$ cat config.mk
export PLATFORM = sky130hd
export DESIGN_NAME = rob_commit_ctrl_flat
export DESIGN_NICKNAME = d
export VERILOG_FILES = /design/src/rtl/riscv_defs.sv /design/src/rtl/rob_commit_ctrl_if.sv /design/src/rtl/rob_entry_array.sv /design/src/rtl/rob_commit_ctrl.sv /design/src/flat_wrapper.sv
export SDC_FILE = /design/constraint.sdc
export NUM_CORES = 2
export LEC_CHECK = 0
export ABC_AREA = 0
export CAP_MARGIN = 10
export CORE_MARGIN = 10
export CORE_UTILIZATION = 62
export DETAILED_ROUTE_END_ITERATION = 10
export PLACE_DENSITY = 0.81
export SYNTH_ARGS = -nofsm -noshare
export SYNTH_HDL_FRONTEND = slang
export SYNTH_HIERARCHICAL = 1
export SYNTH_SLANG_ARGS = --single-unit
$ cat constraint.sdc
create_clock -name clk_in -period 44.8 [get_ports clk_in]
set_input_delay 6.72 -clock clk_in [delete_from_list [all_inputs] [get_ports clk_in]]
set_output_delay 6.72 -clock clk_in [all_outputs]
set_load 0.01 [all_outputs]
$ cat src/rtl/riscv_defs.sv
// Core-wide widths and the reorder-buffer entry record shared by the ROB files.
package riscv_defs;

  localparam int TAG_W            = 5;
  localparam int XLEN             = 32;
  localparam int REG_W            = 5;
  localparam int ROB_SIZE_DEFAULT = 16;

  // Tag 0 means "value ready / no producer"; live tags are index+1.
  localparam logic [TAG_W-1:0] NULL_TAG = '0;

  typedef struct packed {
    logic             busy;
    logic             ready;
    logic [REG_W-1:0] rd;
    logic             is_branch;
    logic             pred;
    logic             jump;
    logic [XLEN-1:0]  v;
    logic [XLEN-1:0]  pc;
  } rob_entry_t;

endpackage

$ cat src/rtl/rob_commit_ctrl_if.sv
// Dispatcher, CDB and RegFile/fetch-redirect signal bundle of the reorder buffer.
interface rob_commit_ctrl_if;
  import riscv_defs::*;

  // Handshake: alloc_flag is a one-cycle request honoured only while full is low;
  // cdb_flag qualifies cdb_* for one cycle; commit/rollback flags are one-cycle
  // pulses qualifying their data, which otherwise holds its last value.
  logic             alloc_flag_from_dispatcher;
  logic [REG_W-1:0] rd_from_dispatcher;
  logic             is_branch_from_dispatcher;
  logic             pred_jump_from_dispatcher;
  logic             full_to_dispatcher;
  logic [TAG_W-1:0] Q_to_dispatcher;
  logic [TAG_W-1:0] query_Q1_from_dispatcher;
  logic [TAG_W-1:0] query_Q2_from_dispatcher;
  logic             ready1_to_dispatcher;
  logic             ready2_to_dispatcher;
  logic [XLEN-1:0]  V1_to_dispatcher;
  logic [XLEN-1:0]  V2_to_dispatcher;
  logic             cdb_flag;
  logic [TAG_W-1:0] cdb_Q;
  logic [XLEN-1:0]  cdb_V;
  logic             cdb_jump;
  logic [XLEN-1:0]  cdb_pc;
  logic             commit_flag_to_regfile;
  logic [REG_W-1:0] rd_to_regfile;
  logic [TAG_W-1:0] Q_to_regfile;
  logic [XLEN-1:0]  V_to_regfile;
  logic             rollback_flag_to_all;
  logic [XLEN-1:0]  pc_to_fetcher;

  modport slave (
    input  alloc_flag_from_dispatcher, rd_from_dispatcher, is_branch_from_dispatcher,
           pred_jump_from_dispatcher, query_Q1_from_dispatcher, query_Q2_from_dispatcher,
           cdb_flag, cdb_Q, cdb_V, cdb_jump, cdb_pc,
    output full_to_dispatcher, Q_to_dispatcher, ready1_to_dispatcher, ready2_to_dispatcher,
           V1_to_dispatcher, V2_to_dispatcher, commit_flag_to_regfile, rd_to_regfile,
           Q_to_regfile, V_to_regfile, rollback_flag_to_all, pc_to_fetcher
  );

  modport master (
    output alloc_flag_from_dispatcher, rd_from_dispatcher, is_branch_from_dispatcher,
           pred_jump_from_dispatcher, query_Q1_from_dispatcher, query_Q2_from_dispatcher,
           cdb_flag, cdb_Q, cdb_V, cdb_jump, cdb_pc,
    input  full_to_dispatcher, Q_to_dispatcher, ready1_to_dispatcher, ready2_to_dispatcher,
           V1_to_dispatcher, V2_to_dispatcher, commit_flag_to_regfile, rd_to_regfile,
           Q_to_regfile, V_to_regfile, rollback_flag_to_all, pc_to_fetcher
  );

endinterface

$ cat src/rtl/rob_entry_array.sv
// ROB entry storage: allocate and CDB write ports, retire/flush clears, head read
// port and two operand-query read ports with same-cycle CDB bypass.
module rob_entry_array
  import riscv_defs::*;
#(
  parameter int ROB_SIZE = ROB_SIZE_DEFAULT,
  parameter int IDX_W    = $clog2(ROB_SIZE)
) (
  input  logic             clk_in,
  input  logic             rst_in,
  input  logic             en,
  input  logic             flush,
  input  logic             alloc_we,
  input  logic [IDX_W-1:0] alloc_idx,
  input  logic [REG_W-1:0] alloc_rd,
  input  logic             alloc_is_branch,
  input  logic             alloc_pred,
  input  logic             cdb_flag,
  input  logic [TAG_W-1:0] cdb_q,
  input  logic [XLEN-1:0]  cdb_v,
  input  logic             cdb_jump,
  input  logic [XLEN-1:0]  cdb_pc,
  input  logic             retire_we,
  input  logic [IDX_W-1:0] head_idx,
  output rob_entry_t       head_entry,
  input  logic [TAG_W-1:0] query_q1,
  input  logic [TAG_W-1:0] query_q2,
  output logic             ready1,
  output logic [XLEN-1:0]  v1,
  output logic             ready2,
  output logic [XLEN-1:0]  v2
);

  rob_entry_t entries [ROB_SIZE];

  function automatic logic [IDX_W-1:0] tag_to_idx(input logic [TAG_W-1:0] tag);
    logic [TAG_W-1:0] t;
    t = tag - TAG_W'(1);
    return t[IDX_W-1:0];
  endfunction

  function automatic logic tag_live(input logic [TAG_W-1:0] tag);
    return (tag != NULL_TAG) && (tag <= TAG_W'(ROB_SIZE));
  endfunction

  logic [IDX_W-1:0] cdb_idx, q1_idx, q2_idx;
  logic             cdb_hit;

  assign cdb_idx    = tag_to_idx(cdb_q);
  assign q1_idx     = tag_to_idx(query_q1);
  assign q2_idx     = tag_to_idx(query_q2);
  assign cdb_hit    = cdb_flag && tag_live(cdb_q) && entries[cdb_idx].busy;
  assign head_entry = entries[head_idx];

  // Retire clears only busy: ready/V stay visible so a dispatcher still holding
  // the tag from the RegFile (written one edge later) reads the result.
  always_ff @(posedge clk_in or posedge rst_in) begin
    if (rst_in) begin
      for (int i = 0; i < ROB_SIZE; i++) entries[i] <= '0;
    end else if (en) begin
      if (flush) begin
        for (int i = 0; i < ROB_SIZE; i++) begin
          entries[i].busy  <= 1'b0;
          entries[i].ready <= 1'b0;
        end
      end else begin
        if (cdb_hit) begin
          entries[cdb_idx].ready <= 1'b1;
          entries[cdb_idx].v     <= cdb_v;
          entries[cdb_idx].jump  <= cdb_jump;
          entries[cdb_idx].pc    <= cdb_pc;
        end
        if (retire_we) entries[head_idx].busy <= 1'b0;
        if (alloc_we) begin
          entries[alloc_idx].busy      <= 1'b1;
          entries[alloc_idx].ready     <= 1'b0;
          entries[alloc_idx].rd        <= alloc_rd;
          entries[alloc_idx].is_branch <= alloc_is_branch;
          entries[alloc_idx].pred      <= alloc_pred;
        end
      end
    end
  end

  always_comb begin
    ready1 = 1'b0;
    v1     = '0;
    if (tag_live(query_q1)) begin
      if (cdb_flag && (cdb_q == query_q1)) begin
        ready1 = 1'b1;
        v1     = cdb_v;
      end else begin
        ready1 = entries[q1_idx].ready;
        v1     = entries[q1_idx].v;
      end
    end
  end

  always_comb begin
    ready2 = 1'b0;
    v2     = '0;
    if (tag_live(query_q2)) begin
      if (cdb_flag && (cdb_q == query_q2)) begin
        ready2 = 1'b1;
        v2     = cdb_v;
      end else begin
        ready2 = entries[q2_idx].ready;
        v2     = entries[q2_idx].v;
      end
    end
  end

endmodule

$ cat src/rtl/rob_commit_ctrl.sv
// Reorder-buffer controller: tag allocation, in-order retire to the RegFile and
// global rollback on a mispredicted branch at the head.
module rob_commit_ctrl
  import riscv_defs::*;
#(
  parameter int ROB_SIZE = ROB_SIZE_DEFAULT,
  parameter int IDX_W    = $clog2(ROB_SIZE)
) (
  input  logic            clk_in,
  input  logic            rst_in,
  input  logic            rdy_in,
  rob_commit_ctrl_if.slave bus
);

  logic [IDX_W-1:0] head, tail;
  logic [IDX_W:0]   count;
  rob_entry_t       head_entry;
  logic             full, commit_go, mispredict, alloc_go;

  logic             commit_flag_q, rollback_flag_q;
  logic [REG_W-1:0] rd_q;
  logic [TAG_W-1:0] q_q;
  logic [XLEN-1:0]  v_q, pc_q;

  assign full = (count == (IDX_W+1)'(ROB_SIZE));

  // Commit uses only the registered ready bit, never the CDB bypass.
  assign commit_go  = (count != '0) && head_entry.busy && head_entry.ready;
  assign mispredict = commit_go && head_entry.is_branch && (head_entry.jump != head_entry.pred);
  assign alloc_go   = bus.alloc_flag_from_dispatcher && !full && !mispredict;

  rob_entry_array #(.ROB_SIZE(ROB_SIZE), .IDX_W(IDX_W)) u_entries (
    .clk_in          (clk_in),
    .rst_in          (rst_in),
    .en              (rdy_in),
    .flush           (mispredict),
    .alloc_we        (alloc_go),
    .alloc_idx       (tail),
    .alloc_rd        (bus.rd_from_dispatcher),
    .alloc_is_branch (bus.is_branch_from_dispatcher),
    .alloc_pred      (bus.pred_jump_from_dispatcher),
    .cdb_flag        (bus.cdb_flag),
    .cdb_q           (bus.cdb_Q),
    .cdb_v           (bus.cdb_V),
    .cdb_jump        (bus.cdb_jump),
    .cdb_pc          (bus.cdb_pc),
    .retire_we       (commit_go),
    .head_idx        (head),
    .head_entry      (head_entry),
    .query_q1        (bus.query_Q1_from_dispatcher),
    .query_q2        (bus.query_Q2_from_dispatcher),
    .ready1          (bus.ready1_to_dispatcher),
    .v1              (bus.V1_to_dispatcher),
    .ready2          (bus.ready2_to_dispatcher),
    .v2              (bus.V2_to_dispatcher)
  );

  always_ff @(posedge clk_in or posedge rst_in) begin
    if (rst_in) begin
      head            <= '0;
      tail            <= '0;
      count           <= '0;
      commit_flag_q   <= 1'b0;
      rollback_flag_q <= 1'b0;
      rd_q            <= '0;
      q_q             <= '0;
      v_q             <= '0;
      pc_q            <= '0;
    end else if (!rdy_in) begin
      commit_flag_q   <= 1'b0;
      rollback_flag_q <= 1'b0;
    end else begin
      commit_flag_q   <= commit_go;
      rollback_flag_q <= mispredict;
      if (commit_go) begin
        rd_q <= head_entry.rd;
        q_q  <= TAG_W'(head) + TAG_W'(1);
        v_q  <= head_entry.v;
      end
      if (mispredict) begin
        pc_q  <= head_entry.pc;
        head  <= '0;
        tail  <= '0;
        count <= '0;
      end else begin
        if (commit_go) head <= head + IDX_W'(1);
        if (alloc_go)  tail <= tail + IDX_W'(1);
        unique case ({alloc_go, commit_go})
          2'b10:   count <= count + (IDX_W+1)'(1);
          2'b01:   count <= count - (IDX_W+1)'(1);
          default: count <= count;
        endcase
      end
    end
  end

  assign bus.full_to_dispatcher     = full;
  assign bus.Q_to_dispatcher        = TAG_W'(tail) + TAG_W'(1);
  assign bus.commit_flag_to_regfile = commit_flag_q;
  assign bus.rd_to_regfile          = rd_q;
  assign bus.Q_to_regfile           = q_q;
  assign bus.V_to_regfile           = v_q;
  assign bus.rollback_flag_to_all   = rollback_flag_q;
  assign bus.pc_to_fetcher          = pc_q;

endmodule
$ cat src/flat_wrapper.sv
// flat-port wrapper written by rule: the top's interface ports become plain ports
module rob_commit_ctrl_flat import riscv_defs::*;
#(
  parameter int ROB_SIZE = ROB_SIZE_DEFAULT,
  parameter int IDX_W    = $clog2(ROB_SIZE)
)
  (clk_in, rst_in, rdy_in, bus_alloc_flag_from_dispatcher, bus_rd_from_dispatcher, bus_is_branch_from_dispatcher, bus_pred_jump_from_dispatcher, bus_query_Q1_from_dispatcher, bus_query_Q2_from_dispatcher, bus_cdb_flag, bus_cdb_Q, bus_cdb_V, bus_cdb_jump, bus_cdb_pc, bus_full_to_dispatcher, bus_Q_to_dispatcher, bus_ready1_to_dispatcher, bus_ready2_to_dispatcher, bus_V1_to_dispatcher, bus_V2_to_dispatcher, bus_commit_flag_to_regfile, bus_rd_to_regfile, bus_Q_to_regfile, bus_V_to_regfile, bus_rollback_flag_to_all, bus_pc_to_fetcher);
  rob_commit_ctrl_if bus_i ();
  input  logic clk_in;
  input  logic rst_in;
  input  logic rdy_in;
  input wire logic [$bits(bus_i.alloc_flag_from_dispatcher)-1:0] bus_alloc_flag_from_dispatcher;
  input wire logic [$bits(bus_i.rd_from_dispatcher)-1:0] bus_rd_from_dispatcher;
  input wire logic [$bits(bus_i.is_branch_from_dispatcher)-1:0] bus_is_branch_from_dispatcher;
  input wire logic [$bits(bus_i.pred_jump_from_dispatcher)-1:0] bus_pred_jump_from_dispatcher;
  input wire logic [$bits(bus_i.query_Q1_from_dispatcher)-1:0] bus_query_Q1_from_dispatcher;
  input wire logic [$bits(bus_i.query_Q2_from_dispatcher)-1:0] bus_query_Q2_from_dispatcher;
  input wire logic [$bits(bus_i.cdb_flag)-1:0] bus_cdb_flag;
  input wire logic [$bits(bus_i.cdb_Q)-1:0] bus_cdb_Q;
  input wire logic [$bits(bus_i.cdb_V)-1:0] bus_cdb_V;
  input wire logic [$bits(bus_i.cdb_jump)-1:0] bus_cdb_jump;
  input wire logic [$bits(bus_i.cdb_pc)-1:0] bus_cdb_pc;
  output wire logic [$bits(bus_i.full_to_dispatcher)-1:0] bus_full_to_dispatcher;
  output wire logic [$bits(bus_i.Q_to_dispatcher)-1:0] bus_Q_to_dispatcher;
  output wire logic [$bits(bus_i.ready1_to_dispatcher)-1:0] bus_ready1_to_dispatcher;
  output wire logic [$bits(bus_i.ready2_to_dispatcher)-1:0] bus_ready2_to_dispatcher;
  output wire logic [$bits(bus_i.V1_to_dispatcher)-1:0] bus_V1_to_dispatcher;
  output wire logic [$bits(bus_i.V2_to_dispatcher)-1:0] bus_V2_to_dispatcher;
  output wire logic [$bits(bus_i.commit_flag_to_regfile)-1:0] bus_commit_flag_to_regfile;
  output wire logic [$bits(bus_i.rd_to_regfile)-1:0] bus_rd_to_regfile;
  output wire logic [$bits(bus_i.Q_to_regfile)-1:0] bus_Q_to_regfile;
  output wire logic [$bits(bus_i.V_to_regfile)-1:0] bus_V_to_regfile;
  output wire logic [$bits(bus_i.rollback_flag_to_all)-1:0] bus_rollback_flag_to_all;
  output wire logic [$bits(bus_i.pc_to_fetcher)-1:0] bus_pc_to_fetcher;
  assign bus_i.alloc_flag_from_dispatcher = bus_alloc_flag_from_dispatcher;
  assign bus_i.rd_from_dispatcher = bus_rd_from_dispatcher;
  assign bus_i.is_branch_from_dispatcher = bus_is_branch_from_dispatcher;
  assign bus_i.pred_jump_from_dispatcher = bus_pred_jump_from_dispatcher;
  assign bus_i.query_Q1_from_dispatcher = bus_query_Q1_from_dispatcher;
  assign bus_i.query_Q2_from_dispatcher = bus_query_Q2_from_dispatcher;
  assign bus_i.cdb_flag = bus_cdb_flag;
  assign bus_i.cdb_Q = bus_cdb_Q;
  assign bus_i.cdb_V = bus_cdb_V;
  assign bus_i.cdb_jump = bus_cdb_jump;
  assign bus_i.cdb_pc = bus_cdb_pc;
  assign bus_full_to_dispatcher = bus_i.full_to_dispatcher;
  assign bus_Q_to_dispatcher = bus_i.Q_to_dispatcher;
  assign bus_ready1_to_dispatcher = bus_i.ready1_to_dispatcher;
  assign bus_ready2_to_dispatcher = bus_i.ready2_to_dispatcher;
  assign bus_V1_to_dispatcher = bus_i.V1_to_dispatcher;
  assign bus_V2_to_dispatcher = bus_i.V2_to_dispatcher;
  assign bus_commit_flag_to_regfile = bus_i.commit_flag_to_regfile;
  assign bus_rd_to_regfile = bus_i.rd_to_regfile;
  assign bus_Q_to_regfile = bus_i.Q_to_regfile;
  assign bus_V_to_regfile = bus_i.V_to_regfile;
  assign bus_rollback_flag_to_all = bus_i.rollback_flag_to_all;
  assign bus_pc_to_fetcher = bus_i.pc_to_fetcher;
  rob_commit_ctrl #(.ROB_SIZE(ROB_SIZE), .IDX_W(IDX_W)) u_core (.clk_in(clk_in), .rst_in(rst_in), .rdy_in(rdy_in), .bus(bus_i));
endmodule
# == Word-level counts from Yosys, hierarchy flattened ==
# Index checks and enable logic that the tools add are counted.
# totals
wordCells,281
input_bits,92
out_inout_bits,148
regBits,1273
# op_classes
n_bitwise,6
mux,81
addsub,9
reduce_logical,31
magnitude_cmp,11
eq_ne,6
# ops
operator,n
1184-bit bitwise mux,10
1184-bit two-way mux,7
74-bit demux with 4-bit select,10
74-bit binary-select mux with 4-bit select,4
74-bit two-way mux,6
73-bit two-way mux,6
32-bit two-way mux,5
72-bit two-way mux,1
67-bit two-way mux,1
66-bit two-way mux,1
65-bit two-way mux,1
64-bit two-way mux,1
2-bit two-way mux,16
5-bit greater-or-equal comparator (second input constant),5
4-bit NOT with 5-bit output,5
5-bit nonzero test,4
1-bit logical AND,16
4-bit two-way mux,4
5-bit less-or-equal comparator (second input constant),3
5-bit by 1-bit < comparator with 1-bit output (second input constant),3
2-bit AND reduction,6
4-bit by 1-bit subtractor with 4-bit output (second input constant),3
4-bit by 1-bit adder with 5-bit output (second input constant),2
5-bit equality test,2
other kinds (14),22

# == Depth between registers and ports, before layout ==
# logic_depth
word_depth,24
depth_mapped,17
mapped_depth_nobuf,12

# == By module ==
# The synthesis kept the hierarchy.
# modules_own_cells
mod,cells_each,instances,seq_area_each_um2,area_per_inst_um2
rob_entry_array,4094,1,29628.4,62861.5
rob_commit_ctrl,345,1,2227.1,3847.4

# == Worst setup path before layout ==
# Ideal clock, no wire load.
# synth_path
kind,input port to output port
start,in bus_query_Q2_from_dispatcher[0]
end,out bus_V2_to_dispatcher[2]
path_buffers,6
path_slack_ps,28445
path_stages,12
arrival_time_ps,9635
required_ps,38080
cell_sequence,buf_2 buf_2 buf_2 buf_2 inv_1 ha_1 buf_2 clkbuf_1 mux4_2 nand2_1 a21oi_1 a211o_1
# synth_via
elab_chain_len,7
elab_cells_between_ends,12
classes_between,add/sub (1); order compare (1); eq/ne (1); mux (5); bitwise (1); reduce/logical (3)
# synth_lines
item,line,rtl
"start, declared",flat_wrapper.sv:17,input wire logic [$bits(bus_i.query_Q2_from_dispatcher)-1:0] bus_query_Q2_from_dispatcher;
4-bit by 1-bit subtractor with 4-bit output,rob_entry_array.sv:38,t = tag - TAG_W'(1);
4-bit NOT with 5-bit output (implied by the code),rob_entry_array.sv:108,v2 = entries[q2_idx].v;
74-bit binary-select mux with 4-bit select,rob_entry_array.sv:108,
73-bit two-way mux (implied by the code) (2 in series),rob_entry_array.sv:108,
32-bit two-way mux,rob_entry_array.sv:103,if (cdb_flag && (cdb_q == query_q2)) begin
32-bit two-way mux *,rob_entry_array.sv:102,if (tag_live(query_q2)) begin
"end, declared",flat_wrapper.sv:28,output wire logic [$bits(bus_i.V2_to_dispatcher)-1:0] bus_V2_to_dispatcher;
# Mark *: on every way between the ends. The rest lies on a longest branch, timed or not. The select of a mux whose other input is x is not followed.

# == Worst setup path after layout ==
# layout_path
start,in bus_query_Q1_from_dispatcher[0]
end,out bus_V1_to_dispatcher[28]
# layout_via
elab_chain_len,7
elab_cells_between_ends,12
classes_between,add/sub (1); order compare (1); eq/ne (1); mux (5); bitwise (1); reduce/logical (3)
# layout_lines
item,line,rtl
"start, declared",flat_wrapper.sv:16,input wire logic [$bits(bus_i.query_Q1_from_dispatcher)-1:0] bus_query_Q1_from_dispatcher;
4-bit by 1-bit subtractor with 4-bit output,rob_entry_array.sv:38,
4-bit NOT with 5-bit output (implied by the code),rob_entry_array.sv:94,v1 = entries[q1_idx].v;
74-bit binary-select mux with 4-bit select,rob_entry_array.sv:94,
73-bit two-way mux (implied by the code) (2 in series),rob_entry_array.sv:94,
32-bit two-way mux,rob_entry_array.sv:89,if (cdb_flag && (cdb_q == query_q1)) begin
32-bit two-way mux *,rob_entry_array.sv:88,if (tag_live(query_q1)) begin
"end, declared",flat_wrapper.sv:27,output wire logic [$bits(bus_i.V1_to_dispatcher)-1:0] bus_V1_to_dispatcher;
# Marked as above.

==> reports/qor.tcl <==
set qor(route.detailed.drc) 0
set qor(antenna_found_initial) 20
set qor(synthesis.area_um2) 66710
set qor(synth-edff-count) 0
set qor(critical_path.endpoint_type) {output port}
set qor(coreArea_um2) 106900
set qor(synth_top_cells_by_count) {1273 x sky130_fd_sc_hd__dfrtp_1, 1012 x sky130_fd_sc_hd__mux2_2, 638 x sky130_fd_sc_hd__mux4_2}
set qor(clock_tree.root_cell) {sky130_fd_sc_hd__clkbuf_16}
set qor(post_synthesis_cells) 4439
set qor(timing_worst_slew_pin_value_ns) 1.375
set qor(total_leakage_power_uw) 0.03352
set qor(synthXorXnorAreaFrac) 0.004201
set qor(synth_area_per_cell_um2) 15.03
set qor(worst-setup-path-type) {in -> out}
set qor(post_synth_fa_ha_maj_area_fraction) 0.002926
set qor(fmax_ghz) 0.05631
set qor(run_status) {complete, no violations}
set qor(timing.critical_path.required_ns) 38.08
set qor(seq_area_frac_synth) 0.4775
set qor(worst_ir_drop_vdd_mv) 0.03549
set qor(number_of_i_o_port_buffers) 239
set qor(cts_post_setup_buffers_inserted) 0
set qor(cts_hold_buffers) 0
set qor(ctsHtreeMaxLevel) 4
set qor(max_slew_margin) 0.08359
set qor(synth-main-ff-cell) {sky130_fd_sc_hd__dfrtp_1}
set qor(grt_util_met3) 0.09058
set qor(grt-ovfl-total) 0
set qor(ant_nets) 0
set qor(routed-via-count) 42350
set qor(gp_congestion) 0.8388
set qor(post-route-min-period_ns) 17.76
set qor(global_route_wire_length_before_repair_um) 283700
set qor(detailedRoute.firstPassIterationCount) 5
set qor(dp_worst_setup_slack_ns) 27.08
set qor(synth_simple_gate_area_share) 0.03575
set qor(synth_nets) 4546
set qor(global_route.usage.total) 0.3078
set qor(min_period_over_period) 0.3964
set qor(hold_fails_final_rpt) 0
set qor(num-nets-final) 4606
set qor(insertion_delay_ns) 0.77
set qor(setup_viol) 0
set qor(worstHoldPathType) {reg -> reg}
set qor(grt_start_max_net_pins) 173
set qor(synthTopCellsByArea) {sky130_fd_sc_hd__dfrtp_1 48%, sky130_fd_sc_hd__mux4_2 22%, sky130_fd_sc_hd__mux2_2 17%, sky130_fd_sc_hd__mux2_1 2.4%, sky130_fd_sc_hd__nand2_1 2.4%}
set qor(async_flop_share) 1.000
set qor(floorplan.rows) 120
set qor(grt_setup_unrepaired) {no}
set qor(fin_tns_setup_ns) 0
set qor(iteration_0_drc_count_of_the_detailed_router) 4296
set qor(yosysTopAreaCell) {sky130_fd_sc_hd__dfrtp_1}
set qor(synth_top_area_share) 0.4775
set qor(dp_hpwl_um) 103800
set qor(clock-sinks) 1273
set qor(drive_above_1_share) 0.4412
set qor(grt-busiest-layer) {met2}
set qor(avgRoutedWirePerCell_um) 30.70
set qor(die_area_um2) 121100
set qor(fin_ws_ns) 27.04
set qor(max_cap_violations) 0
set qor(layout-area-overhead-vs-synth_pct) 11.20
set qor(post_synthesis_cell_type_count) 66
set qor(tritoncts) {yes}
set qor(gr_met1_demand_resource) 0.4055
set qor(drt_wl_total_um) 184600
set qor(first_global_vias) 44510
set qor(critical_path_arrival_ns) 11.04
set qor(avgViaCountPerCell) 7.043
set qor(synth_warnings) 6
set qor(cts.reportedPaths.clkPinSlew_ns) 0.06
set qor(cts_resized) 0
set qor(powerDensity_nw_per_um2) 45.00
set qor(maxSlewViolCount) 0
set qor(most_frequent_cell_after_synthesis) {sky130_fd_sc_hd__dfrtp_1}
set qor(final_skew_ns) 0.02614
set qor(worstSetupStartpointType) {input pin}
set qor(critical_path.max_fanout) 63
set qor(initial_standard_cell_utilization_of_the_core) 0.6240
set qor(clock_tree.buffer_depth) 3
set qor(die_h_um) 348.0
set qor(grt_util_met2) 0.4771
set qor(die_w_um) 348.0
set qor(synthMuxAreaShare) 0.4182
set qor(combinational_family_with_the_most_area_after_synthesis) {multiplexers}
set qor(synth_seq_cells) 1273
set qor(tritoncts.num_buffers) 138
set qor(floorplan.io_pins) 240
set qor(synth-compound-area-share) 0.02821
## state kept, by name (all words and copies together) (netlist names)
signal / flops
u_core/u_entries/entries: 1184
u_core/bus.Q_to_regfile: 5
u_core/head: 4
u_core/tail: 4
u_core/bus.rollback_flag_to_all: 1
u_core/count: 5
u_core/bus.V_to_regfile: 32
u_core/bus.rd_to_regfile: 5
u_core/bus.pc_to_fetcher: 32
u_core/bus.commit_flag_to_regfile: 1
## layout by cell type (no fill, tap or decap), drive strengths merged, types with 9 or more instances in the layout
cell | Yosys | layout
clkdlybuf4s50 | 0 | 237
ha | 14 | 14
mux4 | 638 | 638
xnor2 | 22 | 22
inv | 24 | 35
nand3 | 14 | 14
nor3 | 37 | 37
o21ai | 41 | 41
nor2 | 42 | 42
xor2 | 10 | 10
bufinv | 0 | 9
dfrtp | 1273 | 1273
clkbuf | 188 | 194
mux2 | 1185 | 1185
nand2b | 15 | 15
clkinv | 0 | 26
a21oi | 146 | 146
nand2 | 424 | 424
buf | 221 | 90
a211o | 63 | 63
## cell type report
cell class,count,area [um2]
Antenna cell,7,17.52
Timing Repair Buffer,329,3088
Clock buffer,192,3896
Inverter,24,102.6
Tap cell,1403,1755
Sequential cell,1273,31870
Multi-Input combinational cell,2733,32810
Fill cell,6851,32720
Clock inverter,52,639.4
## worst paths after layout
path	cells past startpoint	endpoint	startpoint	slack (ns)
min in group asynchronous	2	u_core/bus.pc_to_fetcher[16]$_DFFE_PP0P_	rst_in	6.50
min	2	u_core/bus.V_to_regfile[16]$_DFFE_PP0P_	u_core/bus.V_to_regfile[16]$_DFFE_PP0P_	0.47
max reg2reg	12	u_core/u_entries/entries[1014]$_DFFE_PP0P_	u_core/head[0]$_DFFE_PP0P_	37.46
max	9	bus_V1_to_dispatcher[28]	bus_query_Q1_from_dispatcher[0]	27.04
max in group asynchronous	5	u_core/u_entries/entries[200]$_DFFE_PP0P_	rst_in	34.68
min reg2reg	2	u_core/bus.V_to_regfile[16]$_DFFE_PP0P_	u_core/bus.V_to_regfile[16]$_DFFE_PP0P_	0.47
## metal layers
metal	wire length (um)	part of all wire
met5	149	0.00081
met4	7865	0.043
met3	19690	0.11
met2	86970	0.47
met1	69910	0.38
## logic make-up after synthesis
logic type	Yosys count
mux	1830
fa+ha+maj	15
simple gates	559
buf+inv	433
xor+xnor	32
compound gates	297
flops	1273
## worst max-delay path, cell delays in order
cell and delay, ns:
sky130_fd_sc_hd__clkbuf_8 0.59, sky130_fd_sc_hd__inv_1 0.22, sky130_fd_sc_hd__ha_4 0.25, sky130_fd_sc_hd__xor2_4 1.04, sky130_fd_sc_hd__buf_4 0.79, sky130_fd_sc_hd__nand2_1 0.15, sky130_fd_sc_hd__a21oi_1 0.25, sky130_fd_sc_hd__a211o_1 0.34
sky130_fd_sc_hd__clkdlybuf4s50_1 0.63
## power by group
group	switching, uW	internal, uW
clock network	480	665
registers	130	1320
logic	344	401
## through the flow
stage / area, um2 / hold slack [ns] / total power [uW] / cells / util
after floorplan: 66710 / 0.4526 / 1982 / 4439 / -
after global placement: 69630 / 0.4572 / 2176 / 5762 / 0.6513
after detailed placement: 69630 / 0.4618 / 2206 / 5762 / 0.6513
after CTS: 74170 / 0.4762 / 3351 / 6006 / 0.6938
after global routing: 74180 / 0.4902 / 3473 / 6013 / 0.6939
final: 74180 / 0.4725 / 3338 / 6013 / 0.6939
Note: power is estimated with default switching activity, not from simulation.
